--- src/rtl/reg_val_arb.sv ---
// Two-requester load arbiter for a value register: registered IDLE/LOAD/GAP FSM.
// Define REG_VAL_ARB_FIXED_PRIO_EN to make req0 win every tie; the default is round-robin.
module reg_val_arb #(
    parameter int unsigned DATA_W   = 9,
    parameter int unsigned HOLD_CYC = 2
) (
    input  logic              clk,
    input  logic              rst_n,
    input  logic              req0,
    input  logic [DATA_W-1:0] data0,
    input  logic              req1,
    input  logic [DATA_W-1:0] data1,
    output logic              gnt0,
    output logic              gnt1,
    output logic              load,
    output logic [DATA_W-1:0] data_in,
    output logic              busy,
    output logic [7:0]        load_cnt
);

    typedef enum logic [1:0] {StIdle, StLoad, StGap} state_t;

    state_t     state_q;
    logic [3:0] gap_cnt_q;
    logic       pick1;

`ifdef REG_VAL_ARB_FIXED_PRIO_EN
    assign pick1 = req1 & ~req0;
`else
    // High when requester 1 was granted most recently; reset makes req0 win the first tie.
    logic last1_q;

    assign pick1 = req1 & (~req0 | ~last1_q);
`endif

    always_ff @(posedge clk or negedge rst_n) begin
        if (!rst_n) begin
            state_q   <= StIdle;
            gap_cnt_q <= 4'd0;
            gnt0      <= 1'b0;
            gnt1      <= 1'b0;
            load      <= 1'b0;
            data_in   <= '0;
            busy      <= 1'b0;
            load_cnt  <= 8'd0;
`ifndef REG_VAL_ARB_FIXED_PRIO_EN
            last1_q   <= 1'b1;
`endif
        end else begin
            gnt0 <= 1'b0;
            gnt1 <= 1'b0;
            load <= 1'b0;
            unique case (state_q)
                StIdle: begin
                    if (req0 || req1) begin
                        state_q <= StLoad;
                        load    <= 1'b1;
                        busy    <= 1'b1;
                        gnt0    <= ~pick1;
                        gnt1    <= pick1;
                        data_in <= pick1 ? data1 : data0;
`ifndef REG_VAL_ARB_FIXED_PRIO_EN
                        last1_q <= pick1;
`endif
                    end
                end
                StLoad: begin
                    load_cnt <= load_cnt + 8'd1;
                    if (HOLD_CYC > 0) begin
                        state_q   <= StGap;
                        gap_cnt_q <= 4'(HOLD_CYC);
                    end else begin
                        state_q <= StIdle;
                        busy    <= 1'b0;
                    end
                end
                StGap: begin
                    // Requests are deliberately not looked at until IDLE is re-entered.
                    if (gap_cnt_q <= 4'd1) begin
                        state_q   <= StIdle;
                        gap_cnt_q <= 4'd0;
                        busy      <= 1'b0;
                    end else begin
                        gap_cnt_q <= gap_cnt_q - 4'd1;
                    end
                end
                default: begin
                    state_q   <= StIdle;
                    gap_cnt_q <= 4'd0;
                    busy      <= 1'b0;
                end
            endcase
        end
    end

endmodule

--- config.mk ---
export PLATFORM = sky130hd
export DESIGN_NAME = reg_val_arb
export DESIGN_NICKNAME = d
export VERILOG_FILES = /design/src/rtl/reg_val_arb.sv
export SDC_FILE = /design/constraint.sdc
export NUM_CORES = 1
export LEC_CHECK = 0
export CAP_MARGIN = 40
export CORE_AREA = 2 2 69 55
export DETAILED_ROUTE_END_ITERATION = 12
export DIE_AREA = 0 0 71 57
export PLACE_DENSITY = 0.7
export SYNTH_ARGS = -nofsm -noshare
export SYNTH_HDL_FRONTEND = slang
export SYNTH_SLANG_ARGS = --single-unit
--- constraint.sdc ---
create_clock -name clk -period 1.7 [get_ports clk]
set_input_delay 0.34 -clock clk [delete_from_list [all_inputs] [get_ports clk]]
set_output_delay 0.34 -clock clk [all_outputs]
set_load 0.01 [all_outputs]
==> results by group, run 1 <==
Placed design
  – Sum of net half-perimeters after detailed placement: 1.98 mm
  – Buffers on Ports: 42
  – Placed standard-cell area: 1800 um^2
  – GP Congestion: 0.730

Clock network
  – TritonCTS Buffers: 3
  – Clock sink count: 28
  – Source-to-sink clock delay at the later pin of the worst-skew pair: 0.27 ns
  – Max clock buf depth: 2
  – Count of H-tree levels built during CTS: 1
  – CTS tree: built
  – Clock root cell: clkbuf_8
  – Clock Pin Slew Worst Setup and Hold Paths: 0.09 ns

Setup path
  – CP max-delay cell: dfrtp_1
  – Worst-path maximum fanout: 6
  – Buf+Inv Stages, Crit Path: 1
  – Endpoint class of the critical path: flop
  – Critical Path Start Type: flop
  – Crit path kind: reg -> reg
  – Beginning of the worst register-to-register path: gap_cnt_q[0]
  – Data arrival time of the critical path: 1.81 ns
  – Top delay family on crit path: compound AO/OA/AOI/OAI gates
  – Worst reg-to-reg path cell count: 6
  – Endpoint of the lowest-slack register-to-register path: state_q[1]
  – Highest cell delay on the worst timing path: 0.43 ns
  – Cell-by-cell listing of the critical path: inv_2 -> ha_4 -> nor2_1 -> o31a_2 -> a21oi_2 -> mux2_4
  – Minimum setup slack among reg-to-reg paths: 0.05 ns
  – Critical path data required time: 1.87 ns

Global routing
  – Total congestion overflow: 0
  – All-Layer GR Usage: 13.8%
  – Initial antenna violation count: 0
  – First-pass GRT wire length: 4.41 mm
  – Number of global-route vias before repair: 958
  – Largest net degree at the start of global routing: 29

Timing
  – Worst hold slack: 0.434 ns
  – Fmax achieved: 0.608 GHz
  – Final period utilization: 96.8%
  – Worst slew pin tran: 0.376 ns
  – Hold violation count in the final report: 0
  – Max Transition Viols Final: 0
  – Worst slew margin relative to its limit: 75.0%
  – Post-layout minimum cycle time: 1.65 ns
  – Setup repair after global routing missed its margin: false
  – Setup clock skew after layout: 0.00286 ns
  – Setup TNS Final: 0 ns
  – Total of endpoints with negative setup slack in the final report: 0

Cells and area
  – Final Core Density: 54.8%
  – Share of post-route cells with drive strength above 1: 11.5%
  – Growth of design area from synthesis to finish: 45.4%
  – Final cell area excluding filler cells: 1890 um^2
  – Nets: 194
  – Antenna Cells: 0

Power
  – Total Power Consumption: 3.17 mW
  – Cell area power density: 1680 nW/um^2
  – Peak ir drop on the vdd network: 0.000948 V
  – Static leakage: 0.828 nW

Synthesis
  – Avg Synthesized Cell Area: 11.0 um^2
  – #FFs+latches synth: 28
  – Synthesized instance count: 118
  – EDFF count, synth: 0
  – Synth unique cells: 33
  – Netlist area before placement: 1300 um^2
  – Async SR Flop Fraction: 100%
  – Yosys warning total: 0
  – Most used DFF post-synth: dfrtp_1
  – Fraction of the yosys area taken by sequential cells: 54.0%
  – Synthesized netlist net count: 146

Drt
  – Antenna-violating nets left: 0
  – Drt pass-1 iters: 4
  – Vias after detailed routing: 1,007
  – Post-detailed-route wirelength per cell: 12.6 um
  – Initial detailed-routing violation count: 44
  – Detailed-route vias per instance: 4.86
  – Post-route DRC violation count: 0
  – Total wire length: 2.60 mm

Die
  – Height of the die: 57 um
  – Area of the die: 4050 um^2
  – Width of the chip: 71 um
  – Core Region: 3450 um^2
  – Number of ports placed on the die boundary: 43
  – Std-Cell Rows: 19
  – Starting Density: 37.7%

Outcome
  – Status: completed

Min path
  – Type of the most critical hold path: in -> async

Job
  – Total of max-cap violations: 0
## worst max-delay path by stage
stage | end | from | depth (start not counted)
2_1_floorplan | state_q[1] | gap_cnt_q[0] | 6
3_3_place_gp | data_in[8] | req1 | 5
3_5_place_dp | data_in[8] | req1 | 5
4_1_cts | load_cnt[2] | load_cnt[2] | 1
5_1_grt | state_q[1] | gap_cnt_q[0] | 6
6_report | state_q[1] | gap_cnt_q[0] | 6
## cell families after synthesis
family                   synth area share (%)
XOR/XNOR                                 4.72
AND/OR/NAND/NOR                          11.3
flip-flops                               54.0
multiplexers                             8.66
buffers and inverters                    3.85
adder cells (fa/ha/maj)                  5.77
AO/OA/AOI/OAI                            11.7
## synth_stat cells (2+ instances only)
master	n	share of area (%)
xnor2_1	4	2.7
nand4_1	4	1.9
xor2_1	3	2.0
dfrtp_1	27	52
o21ai_0	5	1.9
mux2i_1	9	6.9
a211oi_1	2	1.2
o21ai_1	9	3.5
ha_1	6	5.8
clkbuf_1	3	0.87
nand2_1	14	4.0
inv_1	6	1.7
nor2_1	6	1.7
## cells in the final DEF (no fill, tap or decap)
cell             instances
a21boi_2                 1
and3_1                   1
inv_2                    2
inv_1                    4
o21ai_1                  9
nand2_1                 14
a21oi_1                  1
bufinv_16                1
clkbuf_8                 3
nand3b_1                 1
mux2_2                   1
o21a_1                   1
ha_4                     1
nor2b_1                  1
xor2_1                   3
o31a_2                   1
a211oi_1                 2
dfrtp_1                 27
o21ai_0                  5
a21oi_2                  1
nor2_1                   6
o32a_1                   1
o311ai_1                 1
xnor2_1                  4
clkdlybuf4s50_1         42
and2_1                   1
nor3_1                   1
nand4b_1                 1
or3_1                    1
buf_12                   1
ha_1                     5
dfstp_2                  1
a31oi_1                  1
mux2i_1                  9
nand4_1                  4
buf_4                    5
mux2_4                   1
## through the flow
| step | std cells | worst slack [ns] |
|---|---|---|
| after floorplan | 118 | 0.174 |
| after CTS | 206 | 0.0534 |
| after global placement | 202 | 0.0833 |
| final | 207 | 0.0548 |
| after global routing | 207 | 0.00573 |
| after detailed placement | 202 | 0.0156 |
## registers in the layout (all words and copies together), names as in the netlist
name / cells
data_in: 9
load_cnt: 8
state_q: 2
gap_cnt_q: 4
gnt0: 1
load: 1
busy: 1
gnt1: 1
last1_q: 1
## final cells by class
cell class	count	area, um^2
sequential	28	702
clock inverter	1	30.0
tap	42	52.6
timing repair buffer	48	478
clock buffer	3	41.3
multi-input combinational	79	564
inverter	6	22.5
fill	285	1560
## power by group
part	leakage, nW	switching [mW]	internal [mW]
Clock	0.0357	0.207	0.315
Sequential	0.353	0.202	0.951
Combinational	0.440	0.667	0.827
Total	0.828	1.08	2.09
## layer usage
layer	GRT usage [%]	wire [um]
met1	19.0	1220
met2	21.6	1230
met3	4.24	128
met4	3.23	26
met5	0	0
## what timing repair did
action / 4_1_cts / 5_1_grt
buffers inserted: 0 / 1
hold buffers: 0 / 0
setup endpoints to repair: 0 / 1
gates resized for setup: 0 / 5
Power figures use the tool's default switching activity.
==> inputs of run 2 (changes only) <==
- CORE_AREA: 2 2 69 55 -> 2 2 66 52
- DIE_AREA: 0 0 71 57 -> 0 0 68 54
- PLACE_DENSITY: 0.7 -> 0.76
==> run 2 against run 1 <==
Net effect: fmax up 1.8%; critical path depth unchanged; sequential power about the same; non-clock buffer count down 1; first-iteration DRC count down 55%; via count down 2.0%.
==> results by group, run 2 (synthesized netlist as in run 1, its figures left out) <==
Timing
  – Hold violation count in the final report: 0
  – Fmax achieved: 0.619 GHz
  – Worst slew margin relative to its limit: 72.0%
  – Setup TNS Final: 0 ns
  – Setup repair after global routing missed its margin: true
  – Worst slew pin tran: 0.421 ns
  – Max Transition Viols Final: 0
  – Post-layout minimum cycle time: 1.62 ns
  – Final period utilization: 95.1%
  – Setup clock skew after layout: 0.00458 ns
  – Total of endpoints with negative setup slack in the final report: 0

Clock network
  – Number of gates resized after cts: 0
  – Clock root cell: clkbuf_8
  – Max clock buf depth: 2
  – CTS tree: built
  – Buffer count from post-CTS setup fixing: 0
  – Quantity of hold-fixing buffers added after cts: 0
  – Clock sink count: 28
  – Source-to-sink clock delay at the later pin of the worst-skew pair: 0.28 ns
  – Count of H-tree levels built during CTS: 1
  – TritonCTS Buffers: 3
  – Clock Pin Slew Worst Setup and Hold Paths: 0.10 ns

Setup path
  – CP max-delay cell: dfrtp_1
  – Minimum setup slack among reg-to-reg paths: 0.08 ns
  – Data arrival time of the critical path: 1.79 ns
  – Critical path data required time: 1.87 ns
  – Critical Path Start Type: flop
  – Cell-by-cell listing of the critical path: inv_1 -> ha_2 -> nor2_1 -> o31a_2 -> a21oi_2 -> mux2_1
  – Endpoint class of the critical path: flop
  – Worst-path maximum fanout: 7
  – CP Launch Point: gap_cnt_q[0]
  – Highest cell delay on the worst timing path: 0.42 ns
  – Crit path kind: reg -> reg
  – Beginning of the worst register-to-register path: gap_cnt_q[0]

Drt
  – Post-route DRC violation count: 0
  – Antenna-violating nets left: 0
  – Drt pass-1 iters: 4
  – Total wire length: 2.63 mm
  – Detailed-route vias per instance: 4.84
  – Vias after detailed routing: 987
  – Post-detailed-route wirelength per cell: 12.9 um
  – Initial detailed-routing violation count: 20

Cells and area
  – Post-route non-filler standard cell count: 204
  – Leading registers by flop count: data_in: 9 flops, load_cnt: 8 flops, gap_cnt_q: 4 flops
  – Nets: 193
  – Commonest cells after routing, fill and taps aside: 42 x clkdlybuf4s50_1, 26 x dfrtp_1, 14 x nand2_1, 9 x o21ai_1, 9 x mux2i_1
  – Share of post-route cells with drive strength above 1: 9.76%
  – Antenna Cells: 0
  – Most frequent standard cell in the layout excluding fill and tap cells: clkdlybuf4s50_1
  – Flip-flop count of the largest register, all copies and words added: 9
  – Growth of design area from synthesis to finish: 43.7%
  – Top reg by flops: data_in

Die
  – Starting Density: 41.8%
  – Core Region: 3110 um^2
  – Width of the chip: 68 um
  – Area of the die: 3670 um^2
  – Height of the die: 54 um
  – Std-Cell Rows: 18
  – Number of ports placed on the die boundary: 43

Power
  – Static leakage: 0.816 nW
  – Cell area power density: 1690 nW/um^2
  – Peak ir drop on the vdd network: 0.00110 V

Global routing
  – Total congestion overflow: 0
  – First-pass GRT wire length: 4.37 mm
  – Largest net degree at the start of global routing: 29
  – Number of global-route vias before repair: 974
  – Initial antenna violation count: 0
  – All-Layer GR Usage: 16.2%

Min path
  – Type of the most critical hold path: in -> async

Placed design
  – Sum of net half-perimeters after detailed placement: 1.91 mm
  – Total placed cells including tap cells: 200
  – Buffers on Ports: 42
  – GP Congestion: 0.780

Outcome
  – Status: completed

Job
  – Total of max-cap violations: 0
## run 2: changes by cell type in the layout (fill, tap and decap cells not counted), sizes merged
cell,previous run,this run
buf,6,5
## run 2: layout make-up
cell class | count | area (um^2)
fill | 259 | 1240
sequential | 28 | 703
multi-input combinational | 79 | 551
timing repair buffer | 47 | 470
tap | 40 | 50.0
clock buffer | 3 | 41.3
clock inverter | 1 | 30.0
inverter | 6 | 22.5
## run 2: path summary, 6_finish.rpt
kind	cells after the start	endpoint
setup / recovery	6	state_q[1]
hold / removal	2	data_in[8]
setup reg to reg	6	state_q[1]
hold reg to reg	1	load_cnt[7]
max in group asynchronous	2	last1_q
min in group clk	1	load_cnt[7]
## run 2: report_power, final
group | switching [mW] | internal [mW]
Clock | 0.208 | 0.316
Sequential | 0.202 | 0.954
Combinational | 0.670 | 0.801
Total | 1.08 | 2.07
## run 2: worst max-delay path: cells and delay by family, from the launching register on
| kind | cells | cell delay (ns) |
|---|---|---|
| AO/OA/AOI/OAI | 2 | 0.46 |
| adder cells (fa/ha/maj) | 1 | 0.19 |
| buffers and inverters | 1 | 0.07 |
| flip-flops | 1 | 0.42 |
| multiplexers | 1 | 0.32 |
| AND/OR/NAND/NOR | 1 | 0.04 |
## run 2: per-layer routing
layer	vias up	track usage (%)	part of all wire (%)
met5	-	0	0
met4	0	6.33	1.5
met3	5	5.02	6.3
met2	32	26.4	47
met1	452	20.2	45
li1	498	-	-
## run 2: metrics by stage
| stage | hold slack, ns | util (%) | worst slack (ns) | power [mW] | area, um^2 |
|---|---|---|---|---|---|
| 6_report | 0.426 | 60.1 | 0.0841 | 3.15 | 1870 |
| 5_1_grt | 0.466 | 60.1 | -0.00235 | 3.40 | 1870 |
| 4_1_cts | 0.441 | 60.0 | 0.0569 | 3.19 | 1860 |
| 3_5_place_dp | 0.470 | 57.7 | 0.0340 | 2.64 | 1790 |
| 3_3_place_gp | 0.466 | 57.7 | 0.0806 | 2.57 | 1790 |
| 2_1_floorplan | 0.0444 | - | 0.174 | 1.91 | 1300 |
==> inputs of run 3 (changes only) <==
- clock period: 1.7 -> 1.55 ns (I/O delays scaled with it)
==> run 3 against run 2 <==
Net effect: the flow now finishes with violations (setup timing); first-iteration DRC count decreased by 50%; register-to-register slack got worse by 0.10 ns; non-clock buffer count increased by 11; largest cell class unchanged.
==> results by group, run 3 (synthesized netlist as in run 1, its figures left out) <==
Setup path
  – Buf+Inv Stages, Crit Path: 2
  – Top delay family on crit path: compound AO/OA/AOI/OAI gates
  – Beginning of the worst register-to-register path: gap_cnt_q[0]
  – Data arrival time of the critical path: 1.73 ns
  – Cell-by-cell listing of the critical path: inv_1 -> ha_2 -> nor2_1 -> o31a_2 -> buf_4 -> o32a_1
  – Endpoint class of the critical path: flop
  – Highest cell delay on the worst timing path: 0.41 ns
  – Critical Path Start Type: flop
  – Endpoint of the lowest-slack register-to-register path: busy
  – Crit path kind: reg -> reg
  – Worst reg-to-reg path cell count: 6
  – Critical path data required time: 1.71 ns
  – Minimum setup slack among reg-to-reg paths: -0.02 ns
  – Worst-path maximum fanout: 4
  – CP max-delay cell: dfrtp_1

Placed design
  – GP Congestion: 0.771
  – Placed standard-cell area: 1830 um^2
  – Buffers on Ports: 42
  – Sum of net half-perimeters after detailed placement: 1.97 mm
  – Total placed cells including tap cells: 205

Timing
  – Final period utilization: 101%
  – Worst slew pin tran: 0.348 ns
  – PnR worst setup slack: -0.0155 ns
  – Setup repair after global routing missed its margin: true
  – Total of endpoints with negative setup slack in the final report: 2
  – Setup clock skew after layout: 0.00352 ns
  – Max Transition Viols Final: 0
  – Worst slew margin relative to its limit: 76.8%
  – Hold violation count in the final report: 0
  – Fmax achieved: 0.639 GHz
  – Post-layout minimum cycle time: 1.57 ns

Drt
  – Post-detailed-route wirelength per cell: 13.0 um
  – Total wire length: 2.79 mm
  – Vias after detailed routing: 1,042
  – Drt pass-1 iters: 4
  – Detailed-route vias per instance: 4.85
  – Antenna-violating nets left: 0
  – Initial detailed-routing violation count: 10
  – Post-route DRC violation count: 0

Global routing
  – Met1 Usage GRT: 20.2%
  – First-pass GRT wire length: 4.75 mm
  – All-Layer GR Usage: 17.7%
  – Met2 track utilization from global routing: 31.7%
  – Met3 Use GR: 6.69%
  – Initial antenna violation count: 0
  – Number of global-route vias before repair: 1,093
  – Largest net degree at the start of global routing: 29
  – Most Used Layer, Global Route: met2
  – Total congestion overflow: 0

Min path
  – Type of the most critical hold path: in -> async

Die
  – Area of the die: 3670 um^2
  – Height of the die: 54 um
  – Core Region: 3110 um^2
  – Number of ports placed on the die boundary: 43
  – Width of the chip: 68 um
  – Starting Density: 41.8%
  – Std-Cell Rows: 18

Power
  – Total Power Consumption: 3.45 mW
  – Peak ir drop on the vdd network: 0.000987 V
  – Cell area power density: 1760 nW/um^2
  – Static leakage: 0.964 nW

Cells and area
  – Final cell area excluding filler cells: 1960 um^2
  – Nets: 204
  – Leading registers by flop count: data_in: 9 flops, load_cnt: 8 flops, gap_cnt_q: 4 flops
  – Fill cell count: 249
  – Antenna Cells: 0
  – Share of post-route cells with drive strength above 1: 17.1%
  – Growth of design area from synthesis to finish: 50.7%
  – Most frequent standard cell in the layout excluding fill and tap cells: clkdlybuf4s50_1
  – Top reg by flops: data_in
  – Flip-flop count of the largest register, all copies and words added: 9
  – Commonest cells after routing, fill and taps aside: 35 x clkdlybuf4s50_1, 27 x dfrtp_1, 15 x buf_4, 14 x nand2_1, 10 x o21ai_1
  – Post-route non-filler standard cell count: 215

Clock network
  – CTS tree: built
  – Count of H-tree levels built during CTS: 1
  – Clock sink count: 28
  – Clock root cell: clkbuf_8
  – TritonCTS Buffers: 3
  – Clock Pin Slew Worst Setup and Hold Paths: 0.09 ns
  – Max clock buf depth: 2
  – Source-to-sink clock delay at the later pin of the worst-skew pair: 0.27 ns

Outcome
  – Violated checks: setup timing
  – Status: finished with violations

Job
  – Total of max-cap violations: 0
==> run 3: repair_timing <==
action	CTS	global route
endpoints found under the setup margin	7	13
gates resized for setup	4	10
setup buffers	4	2
hold buffers	0	0
==> run 3: per-stage QoR <==
stage	hold slack, ns	util, %	worst slack, ns	TNS, ns
floorplan	0.0144	-	0.0235	0
global placement	0.466	58.9	-0.0318	-0.182
detailed placement	0.462	58.9	-0.0644	-0.487
CTS	0.410	61.6	-0.0174	-0.0330
global route	0.441	63.0	-0.0808	-0.220
finish	0.401	63.0	-0.0155	-0.0301
==> run 3: cell type report <==
class | instances | area, um^2 | area share [%]
inverter | 6 | 22.5 | 1.15
tap | 40 | 50.0 | 2.55
timing repair buffer | 58 | 571 | 29.1
clock buffer | 4 | 45.0 | 2.30
sequential | 28 | 702 | 35.8
multi-input combinational | 79 | 569 | 29.1
==> run 3: worst register-to-register path: cells and delay by family, from the launching register on <==
family	cells	cell delay, ns
and+or+nand+nor	1	0.04
adders and majority gates	1	0.18
buffers and inverters	2	0.23
DFF	1	0.41
AOI/OAI and AO/OA	2	0.60
==> run 3: how the worst max path moves through the flow <==
stage	from	slack (ns)	to	depth (start not counted)
2_1_floorplan	gap_cnt_q[0]	0.02	state_q[1]	6
3_3_place_gp	req1	-0.03	data_in[8]	5
3_5_place_dp	req1	-0.06	data_in[4]	5
4_1_cts	gap_cnt_q[0]	-0.02	state_q[1]	6
5_1_grt	gap_cnt_q[0]	-0.08	state_q[1]	6
6_report	gap_cnt_q[0]	-0.02	busy	6
==> run 3: power by group <==
| group | leakage (nW) | internal (mW) | switching (mW) | total, mW |
|---|---|---|---|---|
| sequential | 0.353 | 1.04 | 0.177 | 1.22 |
| clock | 0.0228 | 0.184 | 0.211 | 0.395 |
| combinational | 0.588 | 1.02 | 0.813 | 1.83 |
==> run 3: layer usage <==
layer / vias up / wire length, um
li1: 521 / -
met1: 488 / 1190
met2: 31 / 1430
met3: 2 / 163
met4: 0 / 10
met5: - / 0
